===== config.mk =====
export PLATFORM = sky130hd
export DESIGN_NAME = decoder_scan_sequencer
export DESIGN_NICKNAME = d
export VERILOG_FILES = /design/src/rtl/decoder_scan_sequencer.sv
export SDC_FILE = /design/constraint.sdc
export NUM_CORES = 1
export LEC_CHECK = 0
export CAP_MARGIN = 5
export CORE_UTILIZATION = 43
export DETAILED_ROUTE_END_ITERATION = 16
export PLACE_DENSITY = 0.71
export SETUP_SLACK_MARGIN = 0.15
export SLEW_MARGIN = 20
export SYNTH_ARGS = -nofsm -noshare
export SYNTH_HDL_FRONTEND = slang
export SYNTH_SLANG_ARGS = --single-unit

===== constraint.sdc =====
create_clock -name clk -period 1.98 [get_ports clk]
set_input_delay 0.198 -clock clk [delete_from_list [all_inputs] [get_ports clk]]
set_output_delay 0.198 -clock clk [all_outputs]
set_load 0.02 [all_outputs]

===== src/rtl/decoder_scan_sequencer.sv =====
// decoder_scan_sequencer: prescaled up/down/ping-pong/hold select generator for a 3-to-8 decoder
// Ports: clk, rst (sync, active-high), en (run enable), mode (00 up, 01 down, 10 ping-pong, 11 hold),
//        load/load_val (synchronous start-index load, clamped to LAST),
//        sel (registered select), dir (1 = up), step/wrap (1-cycle strobes alongside the new sel)
module decoder_scan_sequencer #(
  parameter int PRESCALE = 4,
  parameter int LAST = 7
) (
  input  logic       clk,
  input  logic       rst,
  input  logic       en,
  input  logic [1:0] mode,
  input  logic       load,
  input  logic [2:0] load_val,
  output logic [2:0] sel,
  output logic       dir,
  output logic       step,
  output logic       wrap
);
  localparam int PW = PRESCALE > 1 ? $clog2(PRESCALE) : 1;
  localparam logic [2:0] L = 3'(LAST);
  localparam logic [PW-1:0] PM = PW'(PRESCALE - 1);
  typedef enum logic [1:0] {S_IDLE, S_UP, S_DOWN} state_t;
  state_t state;
  logic [PW-1:0] pre;
  logic act, tick, up, going_up, at_end, nd;
  logic [2:0] ns;
  always_comb begin
    act = en && mode != 2'd3;
    tick = act && pre == PM;
    // while idle the FSM carries no direction, so fall back to the dir register
    up = state == S_IDLE ? dir : state == S_UP;
    going_up = mode == 2'd0 || (mode == 2'd2 && up);
    at_end = going_up ? sel == L : sel == 3'd0;
    // ping-pong reflects off the end without dwelling; up/down wrap around
    ns = going_up ? (at_end ? (mode == 2'd2 ? L - 3'd1 : 3'd0) : sel + 3'd1)
                  : (at_end ? (mode == 2'd2 ? 3'd1 : L) : sel - 3'd1);
    nd = mode == 2'd0 ? 1'b1 : mode == 2'd1 ? 1'b0 :
         (tick && mode == 2'd2 && at_end) ? !up : dir;
  end
  always_ff @(posedge clk) begin
    if (rst) begin
      sel <= 3'd0;
      dir <= 1'b1;
      step <= 1'b0;
      wrap <= 1'b0;
      pre <= '0;
      state <= S_IDLE;
    end else if (load) begin
      sel <= load_val > L ? L : load_val;
      pre <= '0;
      step <= 1'b0;
      wrap <= 1'b0;
    end else begin
      pre <= act ? (tick ? '0 : pre + 1'b1) : pre;
      if (tick) sel <= ns;
      dir <= nd;
      state <= !en ? S_IDLE : nd ? S_UP : S_DOWN;
      step <= tick;
      wrap <= tick && at_end;
    end
  end
endmodule


==> results of run 1 <==
critical path: stages, from the launching register on:
cell and delay, ps:
dfxtp_1 360, ha_1 170, ha_1 260, mux2_2 360
a211oi_1 220, a211o_1 140, a221oi_2 50
power breakdown:
group	internal, uW	leakage (uW)	switching, uW
logic	63.2	0.000260	55.1
registers	210	0.0000821	8.50
clock network	70.2	0.0000138	67.1
state kept, by name (all words and copies together), names as in the netlist:
signal	flops
state	2
step	1
pre	2
dir	1
sel	3
wrap	1
synthesized netlist by cell type, types with 2 or more instances:
cell and n:
a211o_1 2, a211oi_1 2, a21boi_0 2, a21o_2 2, a21oi_1 3, buf_6 2, dfxtp_1 10, ha_1 5
inv_1 6, mux2i_1 4, nand2_1 5, nor2_1 5, nor3_1 2, o22ai_1 4, o31a_1 2
layout make-up:
cell class / instances / area share (%)
Clock buffer: 3 / 2.65
Inverter: 6 / 2.65
Multi-Input combinational cell: 54 / 48.7
Sequential cell: 10 / 23.7
Tap cell: 15 / 2.21
Timing Repair Buffer: 18 / 20.0
timing repair:
item,CTS,global route
gates resized for setup,0,1
endpoints found under the setup margin,0,1
setup buffers,0,0
metal layers:
| layer | global-route usage (%) | wire length (microns) | share of wire [%] | vias up |
|---|---|---|---|---|
| met2 | 23.8 | 623 | 45 | 14 |
| met1 | 21.8 | 686 | 49 | 274 |
| met5 | 0 | 0 | 0 | - |
| met3 | 3.91 | 59 | 4.3 | 2 |
| met4 | 9.68 | 17 | 1.2 | 0 |
| li1 | - | - | - | 308 |
worst paths after layout:
path                     from        to  cells after the start
setup / recovery       sel[1]    sel[2]                      6
hold / removal    load_val[2]    sel[2]                      3
setup reg to reg       sel[1]    sel[2]                      6
hold reg to reg      state[1]  state[1]                      2
stage by stage:
stage	area, sq um	setup slack, ps	cells	utilization (%)
6_report	850	296	106	61.4
3_3_place_gp	826	261	103	59.7
3_5_place_dp	826	240	103	59.7
5_1_grt	850	208	106	61.4
4_1_cts	848	233	106	61.4
2_1_floorplan	679	188	74	-
kinds of logic after synthesis:
group                      count (synthesis)  share of synthesized area [%]
AOI/OAI and AO/OA                         23                           27.1
adders and majority gates                  5                           9.21
muxes                                      5                           7.55
buffers and inverters                     10                           9.57
and+or+nand+nor                           20                           15.8
xor gates and xnor gates                   1                           1.29
DFF                                       10                           29.5
placed cells by master, fill, tap and decap left out, types with 2 or more instances in the layout:
master	count
o31a_1	2
o22ai_1	4
dfxtp_1	9
nand2_1	5
a21oi_1	3
a211o_1	2
nor3_1	2
nor2_1	5
a21o_2	2
clkbuf_4	3
buf_4	4
a211oi_1	2
mux2i_1	4
inv_1	6
ha_1	5
a21boi_0	2
clkdlybuf4s50_1	14
==> impl_results.md, run 1 <==
* Via count at 598
* Post-Syn Nets at 88
* Post-DP HPWL at 1040 microns
* WP data required at 2120 ps
* Mean Syn Cell Area at 9.18 sq um
* Worst Max-Slew Pin Slew at 415 ps
* Pwr Total at 474 uW
* Area Overhead vs Synth at 25.0%
* First-pass GRT wire length at 2190 microns
* Drt total wl at 1390 microns
* Crit share post-route at 85.0%
* Hold_ws at 502 ps
* Multi-input logic area at 414 sq um
* Period minus WS final at 1680 ps
* Final Slew Violations at 0
* Die W at 41.8 microns
* Yosys warnings at 0
* Critical Path Sink Type: flop
* Gp weighted congestion at 0.785
* Vias in the first global route at 510
* FF-to-FF setup slack at 300 ps
* Hold/Removal Path Class: input pin to flop
* CP Max Fanout at 5
* Setup crit start kind: flop
* Largest net degree at the start of global routing at 10
* GR Overflow Total at 0
* Fin Setup TNS at 0 ps
* Core area at 1380 sq um
* DRT iter0 DRCs at 10
* Layout cells sized above 1 at 16.5%
* Post-synthesis sequential area ratio at 29.5%
* Starting density of the core at 49.1%
* Setup Skew at 1.18 ps
* WL/cell at 13.1 microns
* Synth Cell Area at 679 sq um
* Root buf cell: clkbuf_4
* Die Y at 41.8 microns
* Die area at 1740 sq um
* Ports at 15
* Synth Flop Type: dfxtp_1
* Max frequency at 594 MHz
* Maxcap violations at 0
* DRC at 0
* CTS Hold Buffers Added at 0
* Flip-flop and latch area at 201 sq um
* Later-pin clock latency in the skew report at 260 ps
* Inserted Clock Buffers at 3
* RSZ-0062 raised after global routing: no
* Number of diodes at 0
* Arrival @ worst endpoint at 1820 ps
* Vias/cell at 5.64
* Synth top area cells: dfxtp_1 (29%), ha_1 (9.2%), mux2i_1 (5.9%)
* Post-synth EDFFs at 0
* Routed Antenna Nets at 0
* #FFs+latches synth at 10
* Worst-path clk slew at 60 ps
* Final hold vios at 0
* CTS tree: done
* Peak supply drop at 0.339 mV
* Mapped Cells at 74
* Nets at 107
* Share of the synthesized area in the top cell type at 29.5%
* Num rows at 13
* Setup violators final at 0
* PD cells at 558 nW/um^2
* IO Port Bufs at 14
* Max H-tree Level at 1
* Setup CP Type: flop to flop
* Gr usage total at 16.4%
* FFs w/ async S/R, synth at 0%
* Worst-case clock buffer depth at 2
* Cell taking the most area after synthesis: dfxtp_1
* # clock sinks at 10
* Initial antenna violation count at 0
* Yosys cell types at 33
* Worst slew margin at 71.9%
* Fill count at 132
* DRT Pass-1 Iters at 4
* Leakage at 0.000355 uW
* Status: completed
Note: power is estimated with default switching activity, not from simulation.
==> inputs of run 2 (changes only) <==
- ABC_AREA: unset -> 0
==> results of run 2 <==
Same layout as run 1: the final DEF is identical, and so are final timing and power.
